### src/rtl/aurora_pkg.sv
// Shared definitions for the Aurora lane link manager.
//   state_e  : 3-bit link FSM encoding (also exported on state_o)
//   sat_inc  : saturating +1 on a counter of up to SAT_W bits
package aurora_pkg;

  typedef enum logic [2:0] {
    ST_IDLE    = 3'd0,
    ST_PMA     = 3'd1,
    ST_RSTPB   = 3'd2,
    ST_WAIT_UP = 3'd3,
    ST_LINKED  = 3'd4,
    ST_RETRAIN = 3'd5
  } state_e;

  localparam int SAT_W = 32;

  // v is treated as a w-bit counter zero-extended to SAT_W. For w=SAT_W the
  // shift yields 0, and 0-1 is already the all-ones mask.
  function automatic logic [SAT_W-1:0] sat_inc(input logic [SAT_W-1:0] v,
                                               input int unsigned w);
    logic [SAT_W-1:0] ones;
    ones = (SAT_W'(1) << w) - SAT_W'(1);
    return (v == ones) ? v : v + SAT_W'(1);
  endfunction

endpackage

### src/rtl/aurora_lane_link_mgr_if.sv
// Link manager signal bundle.
//   master : host/Aurora side (drives control and core status, reads results)
//   slave  : link manager (reads control and core status, drives core resets and status)
interface aurora_lane_link_mgr_if #(
  parameter int NUM_LANES = 4,
  parameter int CNT_W     = 16
);
  logic                 enable;
  logic                 clr_cnt;
  logic [NUM_LANES-1:0] lane_up;
  logic                 channel_up;
  logic                 hard_err;
  logic                 soft_err;
  logic                 pma_init;
  logic                 reset_pb;
  logic [NUM_LANES-1:0] lane_stable;
  logic                 link_ok;
  logic [2:0]           state_o;
  logic [CNT_W-1:0]     retrain_cnt;
  logic [CNT_W-1:0]     soft_err_cnt;

  modport master (
    output enable, clr_cnt, lane_up, channel_up, hard_err, soft_err,
    input  pma_init, reset_pb, lane_stable, link_ok, state_o, retrain_cnt, soft_err_cnt
  );

  modport slave (
    input  enable, clr_cnt, lane_up, channel_up, hard_err, soft_err,
    output pma_init, reset_pb, lane_stable, link_ok, state_o, retrain_cnt, soft_err_cnt
  );
endinterface

### src/rtl/aurora_lane_debounce.sv
// One-lane lane_up debouncer.
//   ap_clk/ap_rst_n : clock, async active-low reset
//   clr             : hold counter and flag at 0 (core logic in reset)
//   in              : raw lane_up
//   stable          : set after DEBOUNCE_CYC consecutive high cycles; drops on the
//                     edge after in goes low (no fall hysteresis)
module aurora_lane_debounce #(
  parameter int DEBOUNCE_CYC = 256
)(
  input  logic ap_clk,
  input  logic ap_rst_n,
  input  logic clr,
  input  logic in,
  output logic stable
);
  localparam int CW = $clog2(DEBOUNCE_CYC);

  logic [CW-1:0] cnt;

  always_ff @(posedge ap_clk or negedge ap_rst_n) begin
    if (!ap_rst_n) begin
      cnt    <= '0;
      stable <= 1'b0;
    end else if (clr || !in) begin
      cnt    <= '0;
      stable <= 1'b0;
    end else if (cnt == CW'(DEBOUNCE_CYC - 1)) begin
      stable <= 1'b1;                // count parks at terminal value
    end else begin
      cnt <= cnt + CW'(1);
    end
  end
endmodule

### src/rtl/aurora_lane_link_mgr.sv
// Aurora N-lane link manager: pma_init/reset_pb bring-up sequencing, per-lane
// lane_up debounce, link_ok qualification, auto-retrain on loss/hard error,
// saturating retrain and soft-error counters.
//   ap_clk/ap_rst_n : clock, async active-low reset
//   bus (slave)     : enable, clr_cnt, lane_up, channel_up, hard_err, soft_err in;
//                     pma_init, reset_pb, lane_stable, link_ok, state_o,
//                     retrain_cnt, soft_err_cnt out
module aurora_lane_link_mgr
  import aurora_pkg::*;
#(
  parameter int NUM_LANES        = 4,
  parameter int CNT_W            = 16,
  parameter int DEBOUNCE_CYC     = 256,
  parameter int PMA_INIT_CYC     = 1024,
  parameter int RESET_PB_CYC     = 128,
  parameter int LINK_TIMEOUT_CYC = 2**20
)(
  input logic                    ap_clk,
  input logic                    ap_rst_n,
  aurora_lane_link_mgr_if.slave  bus
);
  localparam int MAX_A   = (PMA_INIT_CYC > RESET_PB_CYC) ? PMA_INIT_CYC : RESET_PB_CYC;
  localparam int MAX_DUR = (MAX_A > LINK_TIMEOUT_CYC) ? MAX_A : LINK_TIMEOUT_CYC;
  localparam int TMR_W   = $clog2(MAX_DUR);

  state_e               state, nxt;
  logic [TMR_W-1:0]     timer;
  logic                 pma_q, rpb_q, link_q;
  logic [CNT_W-1:0]     retr_q, soft_q;
  logic [NUM_LANES-1:0] stable;

  // Debounce is held in reset together with the core logic (reset_pb).
  for (genvar i = 0; i < NUM_LANES; i++) begin : g_lane
    aurora_lane_debounce #(.DEBOUNCE_CYC(DEBOUNCE_CYC)) u_db (
      .ap_clk   (ap_clk),
      .ap_rst_n (ap_rst_n),
      .clr      (rpb_q),
      .in       (bus.lane_up[i]),
      .stable   (stable[i])
    );
  end

  // In LINKED all lanes were stable on entry, so any cleared bit is a fall.
  always_comb begin
    nxt = state;
    unique case (state)
      ST_IDLE:    if (bus.enable) nxt = ST_PMA;
      ST_PMA:     if (timer == TMR_W'(PMA_INIT_CYC - 1)) nxt = ST_RSTPB;
      ST_RSTPB:   if (timer == TMR_W'(RESET_PB_CYC - 1)) nxt = ST_WAIT_UP;
      ST_WAIT_UP: if (&stable && bus.channel_up)         nxt = ST_LINKED;
                  else if (timer == TMR_W'(LINK_TIMEOUT_CYC - 1)) nxt = ST_RETRAIN;
      ST_LINKED:  if (bus.hard_err || !bus.channel_up || !(&stable)) nxt = ST_RETRAIN;
      ST_RETRAIN: nxt = ST_PMA;
      default:    nxt = ST_IDLE;
    endcase
    if (!bus.enable) nxt = ST_IDLE;
  end

  // Outputs are decoded from the next state so they change with state_o.
  always_ff @(posedge ap_clk or negedge ap_rst_n) begin
    if (!ap_rst_n) begin
      state  <= ST_IDLE;
      timer  <= '0;
      pma_q  <= 1'b1;
      rpb_q  <= 1'b1;
      link_q <= 1'b0;
      retr_q <= '0;
      soft_q <= '0;
    end else begin
      state  <= nxt;
      timer  <= (nxt != state) ? '0 : timer + TMR_W'(1);
      pma_q  <= nxt inside {ST_IDLE, ST_PMA, ST_RETRAIN};
      rpb_q  <= nxt inside {ST_IDLE, ST_PMA, ST_RSTPB, ST_RETRAIN};
      link_q <= (nxt == ST_LINKED);
      if (nxt == ST_RETRAIN)
        retr_q <= CNT_W'(sat_inc(SAT_W'(retr_q), CNT_W));
      if (state == ST_LINKED && bus.soft_err)
        soft_q <= CNT_W'(sat_inc(SAT_W'(soft_q), CNT_W));
      if (bus.clr_cnt) begin
        retr_q <= '0;
        soft_q <= '0;
      end
    end
  end

  assign bus.pma_init     = pma_q;
  assign bus.reset_pb     = rpb_q;
  assign bus.link_ok      = link_q;
  assign bus.state_o      = state;
  assign bus.lane_stable  = stable;
  assign bus.retrain_cnt  = retr_q;
  assign bus.soft_err_cnt = soft_q;
endmodule

### src/flat_wrapper.sv
// flat-port wrapper written by rule: the top's interface ports become plain ports
module aurora_lane_link_mgr_flat import aurora_pkg::*;
#(
  parameter int NUM_LANES        = 4,
  parameter int CNT_W            = 16,
  parameter int DEBOUNCE_CYC     = 256,
  parameter int PMA_INIT_CYC     = 1024,
  parameter int RESET_PB_CYC     = 128,
  parameter int LINK_TIMEOUT_CYC = 2**20
)
  (ap_clk, ap_rst_n, bus_enable, bus_clr_cnt, bus_lane_up, bus_channel_up, bus_hard_err, bus_soft_err, bus_pma_init, bus_reset_pb, bus_lane_stable, bus_link_ok, bus_state_o, bus_retrain_cnt, bus_soft_err_cnt);
  aurora_lane_link_mgr_if #(.NUM_LANES(NUM_LANES), .CNT_W(CNT_W)) bus_i ();
  input logic ap_clk;
  input logic ap_rst_n;
  input wire logic [$bits(bus_i.enable)-1:0] bus_enable;
  input wire logic [$bits(bus_i.clr_cnt)-1:0] bus_clr_cnt;
  input wire logic [$bits(bus_i.lane_up)-1:0] bus_lane_up;
  input wire logic [$bits(bus_i.channel_up)-1:0] bus_channel_up;
  input wire logic [$bits(bus_i.hard_err)-1:0] bus_hard_err;
  input wire logic [$bits(bus_i.soft_err)-1:0] bus_soft_err;
  output wire logic [$bits(bus_i.pma_init)-1:0] bus_pma_init;
  output wire logic [$bits(bus_i.reset_pb)-1:0] bus_reset_pb;
  output wire logic [$bits(bus_i.lane_stable)-1:0] bus_lane_stable;
  output wire logic [$bits(bus_i.link_ok)-1:0] bus_link_ok;
  output wire logic [$bits(bus_i.state_o)-1:0] bus_state_o;
  output wire logic [$bits(bus_i.retrain_cnt)-1:0] bus_retrain_cnt;
  output wire logic [$bits(bus_i.soft_err_cnt)-1:0] bus_soft_err_cnt;
  assign bus_i.enable = bus_enable;
  assign bus_i.clr_cnt = bus_clr_cnt;
  assign bus_i.lane_up = bus_lane_up;
  assign bus_i.channel_up = bus_channel_up;
  assign bus_i.hard_err = bus_hard_err;
  assign bus_i.soft_err = bus_soft_err;
  assign bus_pma_init = bus_i.pma_init;
  assign bus_reset_pb = bus_i.reset_pb;
  assign bus_lane_stable = bus_i.lane_stable;
  assign bus_link_ok = bus_i.link_ok;
  assign bus_state_o = bus_i.state_o;
  assign bus_retrain_cnt = bus_i.retrain_cnt;
  assign bus_soft_err_cnt = bus_i.soft_err_cnt;
  aurora_lane_link_mgr #(.NUM_LANES(NUM_LANES), .CNT_W(CNT_W), .DEBOUNCE_CYC(DEBOUNCE_CYC), .PMA_INIT_CYC(PMA_INIT_CYC), .RESET_PB_CYC(RESET_PB_CYC), .LINK_TIMEOUT_CYC(LINK_TIMEOUT_CYC)) u_core (.ap_clk(ap_clk), .ap_rst_n(ap_rst_n), .bus(bus_i));
endmodule
### config.mk
export PLATFORM = sky130hd
export DESIGN_NAME = aurora_lane_link_mgr_flat
export DESIGN_NICKNAME = d
export VERILOG_FILES = /design/src/rtl/aurora_pkg.sv /design/src/rtl/aurora_lane_link_mgr_if.sv /design/src/rtl/aurora_lane_debounce.sv /design/src/rtl/aurora_lane_link_mgr.sv /design/src/flat_wrapper.sv
export SDC_FILE = /design/constraint.sdc
export NUM_CORES = 1
export LEC_CHECK = 0
export CORE_MARGIN = 2
export CORE_UTILIZATION = 28
export DETAILED_ROUTE_END_ITERATION = 10
export HOLD_SLACK_MARGIN = 0.05
export PLACE_DENSITY = 0.44
export SLEW_MARGIN = 20
export SYNTH_ARGS = -nofsm -noshare
export SYNTH_HDL_FRONTEND = slang
export SYNTH_SLANG_ARGS = --single-unit
### constraint.sdc
create_clock -name ap_clk -period 2.9 [get_ports ap_clk]
set_input_delay 0.58 -clock ap_clk [delete_from_list [all_inputs] [get_ports ap_clk]]
set_output_delay 0.58 -clock ap_clk [all_outputs]
set_load 0.01 [all_outputs]
==> results of run 1 <==
-- metal layers --
layer / vias to the layer above / part of all wire / track usage
met2: 89 / 0.45 / 0.2128
met3: 7 / 0.048 / 0.04037
li1: 1941 / - / -
met4: 0 / 0.0084 / 0.02951
met5: - / 0 / 0
met1: 1954 / 0.49 / 0.1890
-- worst max-delay path: stages, from the launching register on --
cell,delay (ns)
dfrtp_1,0.39
ha_1,0.22
and4_1,0.28
nand4_1,0.18
nor4_2,0.42
o311ai_2,0.18
buf_12,0.20
nor4_1,0.33
mux2_2,0.37
-- layout make-up --
cell class                 count  area [µm²]  share of cell area
tap                          225       281.5             0.04626
multi-input combinational    377        2375              0.3902
clock inverter                 3       90.09             0.01480
timing repair buffer          66       660.6              0.1086
sequential                    94        2355              0.3869
clock buffer                  13       260.3             0.04276
inverter                      17       63.81             0.01049
-- per-stage QoR --
step / TNS, ns / cells
after floorplan: 0 / 513
after global placement: 0 / 779
after detailed placement: -0.02287 / 779
after CTS: 0 / 795
after global routing: 0 / 795
final: 0 / 795
-- where the power goes --
| part | total, mW | switching [mW] | internal (mW) |
|---|---|---|---|
| combinational | 0.139 | 0.0834 | 0.0554 |
| sequential | 1.35 | 0.0186 | 1.33 |
| clock | 1.40 | 0.504 | 0.891 |
| total | 2.88 | 0.606 | 2.27 |
-- state kept, by name, indices dropped and copies added, names as in the netlist --
| name | count |
|---|---|
| u_core.bus.state_o | 3 |
| u_core.bus.link_ok | 1 |
| u_core.timer | 20 |
| u_core.bus.soft_err_cnt | 16 |
| u_core.g_lane.u_db.cnt | 32 |
| u_core.bus.pma_init | 1 |
| u_core.bus.retrain_cnt | 16 |
| u_core.bus.reset_pb | 1 |
| u_core.g_lane.u_db.stable | 4 |
-- layout by cell type (no fill, tap or decap), types with 4 or more instances in the layout --
master / n
ha_1: 7
or4_1: 9
dfrtp_1: 92
and3_1: 10
nor4_1: 25
xnor2_1: 28
buf_4: 12
nor3_1: 16
nor2b_1: 7
and2_1: 4
o31ai_1: 9
a211oi_1: 4
o21ai_0: 6
and4_1: 5
xor2_1: 20
nand2b_1: 8
nor2_1: 56
nand4_1: 17
nand2_1: 36
mux2i_1: 5
a21oi_1: 30
clkbuf_16: 9
clkdlybuf4s50_1: 51
inv_1: 17
nand3_1: 36
-- cell usage after synthesis (3+ instances only) --
| master | count |
|---|---|
| o31ai_1 | 9 |
| a311oi_1 | 3 |
| buf_4 | 5 |
| nor2_1 | 56 |
| nor4_1 | 25 |
| nor3_1 | 16 |
| a211oi_1 | 4 |
| nand2b_1 | 8 |
| ha_1 | 7 |
| nand2_1 | 36 |
| buf_2 | 4 |
| dfrtp_1 | 92 |
| nor2b_1 | 7 |
| buf_1 | 4 |
| mux2i_1 | 5 |
| a31oi_1 | 3 |
| or4_1 | 9 |
| clkbuf_1 | 11 |
| or3_1 | 3 |
| and4_1 | 5 |
| o21ai_0 | 6 |
| xnor2_1 | 28 |
| inv_1 | 17 |
| and3_1 | 10 |
| a21oi_1 | 30 |
| mux2_2 | 3 |
| xor2_1 | 20 |
| nand4_1 | 17 |
| nand3_1 | 36 |
| and2_1 | 4 |
-- path summary, 6_finish.rpt --
kind / to / slack, ns / from / cells after the start
min: u_core.bus.retrain_cnt[6] / 0.27 / ap_rst_n / 1
max: u_core.bus.retrain_cnt[11] / 0.22 / u_core.timer[0] / 8
min reg2reg: u_core.timer[0] / 0.50 / u_core.timer[0] / 1
min in group ap_clk: u_core.timer[0] / 0.50 / u_core.timer[0] / 1
max in group asynchronous: u_core.bus.pma_init / 1.87 / ap_rst_n / 2
max reg2reg: u_core.bus.retrain_cnt[11] / 0.22 / u_core.timer[0] / 8
-- kinds of logic after synthesis --
logic type / Yosys count / synth area share
AND/OR/NAND/NOR: 247 / 0.2750
XOR/XNOR: 48 / 0.08548
flip-flops: 94 / 0.4788
AO/OA/AOI/OAI: 67 / 0.08751
buffers and inverters: 42 / 0.03841
adder cells (fa/ha/maj): 7 / 0.01781
multiplexers: 8 / 0.01704
==> results.md, run 1 <==
* Status: finished, final reports clean
* Skew final at 0.007014 ns
* Clock buffer depth at 2
* Top cell type's share of synthesized area at 0.4681
* Sink Count at 94
* Largest cells by area after synthesis: dfrtp_1 47%, xnor2_1 5.0%, nor2_1 4.3%
* Total power at 2.881 mW
* Synth Flop Type: dfrtp_1
* Routed vias/inst at 5.020
* Final period demand of the worst path at 2.684 ns
* Syn Nets at 531
* Max-Cap Viols at 0
* Hold slack final at 0.2713 ns
* Register area share after synthesis at 0.4788
* Total number of yosys warnings at 0
* Crit Path Category: reg -> reg
* Initial Utilization at 0.2854
* CP Max Fanout at 28
* Asr flop ratio synth at 1.000
* First-pass GRT wire length at 20.29 mm
* Distinct cells, synth at 52
* # diodes at 0
* Die Y at 136.5 µm
* RSZ-0062 raised after global routing: false
* Worst Max-Slew Pin Slew at 0.8399 ns
* Layout cells sized above 1 at 0.08070
* Arr. time, crit path at 2.92 ns
* Root Buffer: clkbuf_16
* Fmax at 372.5 MHz
* Final slew viol count at 0
* Clock Pin Slew Worst Setup and Hold Paths at 0.07 ns
* Final Instance Area at 0.006086 mm²
* Post-cts resize count at 0
* Layout area overhead at 23.73%
* Netlist area before placement at 0.004918 mm²
* Worst setup EP type: flop
* Peak VDD IR at 330.2 µV
* Gr usage total at 0.1370
* Hold Crit Class: in -> async
* I/O Buffers at 52
* Worst slew margin at 0.4393
* Fillers at 1711
* Final worst-path cycle share at 0.9256
* Yosys top cell by area: dfrtp_1
* Initial antenna violation count at 0
* IO Count at 53
* Detailed-route via count at 3991
* CTS Buf Count at 9
* Final Core Density at 0.3531
* Final ANT Viol Nets at 0
* Layout Nets at 583
* Congestion Overflow GR at 0
* Die Width at 136.5 µm
* Cell count after synthesis at 513
* Hpwl dp at 7.994 mm
* Fin. Hold Viols at 0
* Row Count at 48
* Die area at 0.01864 mm²
* Post-Syn Area per Cell at 9.588 µm²
* Startpoint class of the critical path: flop
* Drt total wl at 11.86 mm
* Largest net degree at the start of global routing at 53
* Area of placed instances at 0.005736 mm²
* EDFF count, synth at 0
* Htree depth at 3
* Yosys reg bits at 94
* Worst Path Required at 3.13 ns
* Vias in the first global route at 3899
* Pwr Density at 473.4 mW/mm²
* Setup violators final at 0
* Leakage power at 2.364 nW
* Final setup margin at 0.2158 ns
* Pre-antenna DRT Iters at 4
* DR WL/cell at 14.92 µm
* Skew-Pair Late Insertion Delay at 0.34 ns
* Core area at 0.01724 mm²
* TritonCTS clock tree: yes
* Initial drt markers at 175
* Placer congestion estimate at 0.7779
* Post CTS Setup Buffer Count at 0
* DP Worst Slack at -0.02287 ns
* Cts hold-fix bufs at 0
* Drc violations at 0
(Power assumes the default switching activity.)
==> run 2, diff against run 1 <==
--- a/config.mk
+++ b/config.mk
@@ -10,7 +10,9 @@
 export DETAILED_ROUTE_END_ITERATION = 10
 export HOLD_SLACK_MARGIN = 0.05
 export PLACE_DENSITY = 0.44
-export SLEW_MARGIN = 20
+export REMOVE_ABC_BUFFERS = 1
+export SLEW_MARGIN = 0
 export SYNTH_ARGS = -nofsm -noshare
 export SYNTH_HDL_FRONTEND = slang
 export SYNTH_SLANG_ARGS = --single-unit
+export TNS_END_PERCENT = 10
==> run 2 against run 1 <==
Compared with the run above:
- wire length decreased by 3.1%
- sequential share of layout area increased by 0.37 points
- worst setup slack improved by 0.017 ns
- maximum frequency increased by 0.65%
- highest routed layer unchanged
- flip-flop and latch count unchanged
- via count decreased by 2.2%
- combinational power decreased by 4%
- core utilization decreased by 0.33 points
- clock skew increased by 0.0073 ns
- final area decreased by 0.95%
==> results.md, run 2 (synthesis gave the netlist of run 1 again) <==
* Status: finished, final reports clean
* Root Buffer: clkbuf_16
* Gr usage total at 0.1330
* # diodes at 0
* Reg2Reg Setup Slack at 0.23 ns
* Commonest non-fill, non-tap cells in the layout: 92 x dfrtp_1, 56 x nor2_1, 51 x clkdlybuf4s50_1, 36 x nand3_1, 36 x nand2_1
* Sink Count at 94
* Vias in the first global route at 3896
* Clock Pin Slew Worst Setup and Hold Paths at 0.07 ns
* Fin. Hold Viols at 0
* Slowest stage delay, CP at 0.42 ns
* Routed vias/inst at 4.923
* Skew final at 0.01433 ns
* Pre-antenna DRT Iters at 5
* Initial Utilization at 0.2854
* RR Startpoint: u_core.timer[0]
* Layout cells sized above 1 at 0.07746
* Initial drt markers at 247
* Clock buffer depth at 2
* Layout area overhead at 22.56%
* Crit Path Category: reg -> reg
* Core area at 0.01724 mm²
* DP Worst Slack at 0.03616 ns
* Post CTS Setup Buffer Count at 0
* End of the critical path: u_core.bus.retrain_cnt[11]
* Fillers at 1725
* Largest register by flop count: u_core.g_lane.u_db.cnt
* Placed Cells at 777
* Drt total wl at 11.50 mm
* Final worst-path cycle share at 0.9196
* DR WL/cell at 14.50 µm
* First-pass GRT wire length at 19.60 mm
* Startpoint class of the critical path: flop
* Internal Power at 2.134 mW
* Drc violations at 0
* Most common cell after layout, fill and taps aside: dfrtp_1
* Die Width at 136.5 µm
* CP Cell Sequence: ha_1, and4_1, nand4_1, nor4_2, o311ai_2, buf_12, nor4_1, mux2_2
* Busiest grt layer: met2
* Pwr Density at 453.0 mW/mm²
* Placer congestion estimate at 0.7459
* Switching Share at 0.2185
* Biggest registers after layout: u_core.g_lane.u_db.cnt: 32 flops, u_core.timer: 20 flops
* Final ANT Viol Nets at 0
* Max reg flops at 32
* Peak VDD IR at 255.7 µV
* CP Depth at 8
* Worst Max-Slew Pin Slew at 0.7861 ns
* Clock network fraction of design power at 0.457
* Layout Nets at 581
* Cts hold-fix bufs at 0
* Detailed-route via count at 3904
* GR Util met1 at 0.1839
* CTS Buf Count at 9
* Slowest cell on crit path: nor4_2
* Net Sw Power at 0.5968 mW
* Htree depth at 3
* Final setup margin at 0.2331 ns
* Worst slew margin at 0.4752
* RR Endpoint: u_core.bus.retrain_cnt[11]
* Hold slack final at 0.2894 ns
* Worst setup path start: u_core.timer[0]
* Final slew viol count at 0
* Met2 Usage GRT at 0.2061
* Setup_tns at 0 ns
* Hold Crit Class: in -> async
* Worst Path Required at 3.14 ns
* Die area at 0.01864 mm²
* Initial antenna violation count at 0
* IO Count at 53
* I/O Buffers at 52
* Skew-Pair Late Insertion Delay at 0.35 ns
* Hpwl dp at 7.876 mm
* Congestion Overflow GR at 0
* Leakage power at 2.336 nW
* GR Util met3 at 0.02556
* Final period demand of the worst path at 2.667 ns
* CP delay by family, top: simple AND/OR/NAND/NOR gates
* Reg2reg path depth at 8
* Sequential power share at 0.494
* Setup violators final at 0
* Final Core Density at 0.3497
* CP Max Fanout at 28
* Die Y at 136.5 µm
* Worst setup EP type: flop
* Fmax at 375.0 MHz
* Max-Cap Viols at 0
* Row Count at 48
* Post-cts resize count at 0
* Buffers & Inverters on Critical Path at 1
* Arr. time, crit path at 2.90 ns
* RSZ-0062 raised after global routing: false
* Logic pwr share at 0.049
* Largest net degree at the start of global routing at 49
* TritonCTS clock tree: yes
* Final std cells w/o fill at 793
==> run 2: cell type report <==
type                       count  area, µm²  share of cell area
inverter                      17      63.81             0.01059
timing repair buffer          64      645.6              0.1071
clock inverter                 5      75.07             0.01245
multi-input combinational    377       2375              0.3939
sequential                    94       2355              0.3906
tap                          225      281.5             0.04670
clock buffer                  11      232.7             0.03861
==> run 2: worst min-delay path by stage <==
| stage | from | end | slack, ns | cells past startpoint |
|---|---|---|---|---|
| after detailed placement | u_core.timer[0] | u_core.timer[0] | 0.50 | 1 |
| after global placement | u_core.timer[0] | u_core.timer[0] | 0.49 | 1 |
| after floorplan | ap_rst_n | u_core.bus.link_ok | 0.28 | 0 |
| after global routing | ap_rst_n | u_core.bus.retrain_cnt[9] | 0.34 | 1 |
| after CTS | ap_rst_n | u_core.bus.retrain_cnt[9] | 0.31 | 1 |
| final | ap_rst_n | u_core.bus.retrain_cnt[11] | 0.29 | 1 |
==> run 2: per-stage QoR <==
| step | area (µm²) | power [mW] |
|---|---|---|
| after global routing | 6028 | 2.857 |
| after detailed placement | 5720 | 1.512 |
| final | 6028 | 2.731 |
| after CTS | 6028 | 2.783 |
| after floorplan | 4793 | 1.421 |
| after global placement | 5720 | 1.510 |
==> run 2: power by group through the flow <==
stage / logic, mW / registers [mW] / clock network [mW]
after floorplan: 0.0520 / 1.37 / 0
after global placement: 0.138 / 1.37 / 0
after detailed placement: 0.139 / 1.37 / 0
after CTS: 0.139 / 1.35 / 1.30
after global routing: 0.153 / 1.35 / 1.35
final: 0.134 / 1.35 / 1.25
==> run 2: layer usage <==
| layer | wire, µm | vias up |
|---|---|---|
| met5 | 0 | - |
| met4 | 182 | 0 |
| met3 | 435 | 12 |
| met2 | 5223 | 69 |
| met1 | 5655 | 1885 |
| li1 | - | 1938 |
==> run 2: worst register-to-register path, delay by kind of cell, from the launching register on <==
kind | cells | cell delay [ns]
flops | 1 | 0.39
fa+ha+maj | 1 | 0.22
buf+inv | 1 | 0.20
mux | 1 | 0.37
compound gates | 1 | 0.18
simple gates | 4 | 1.22
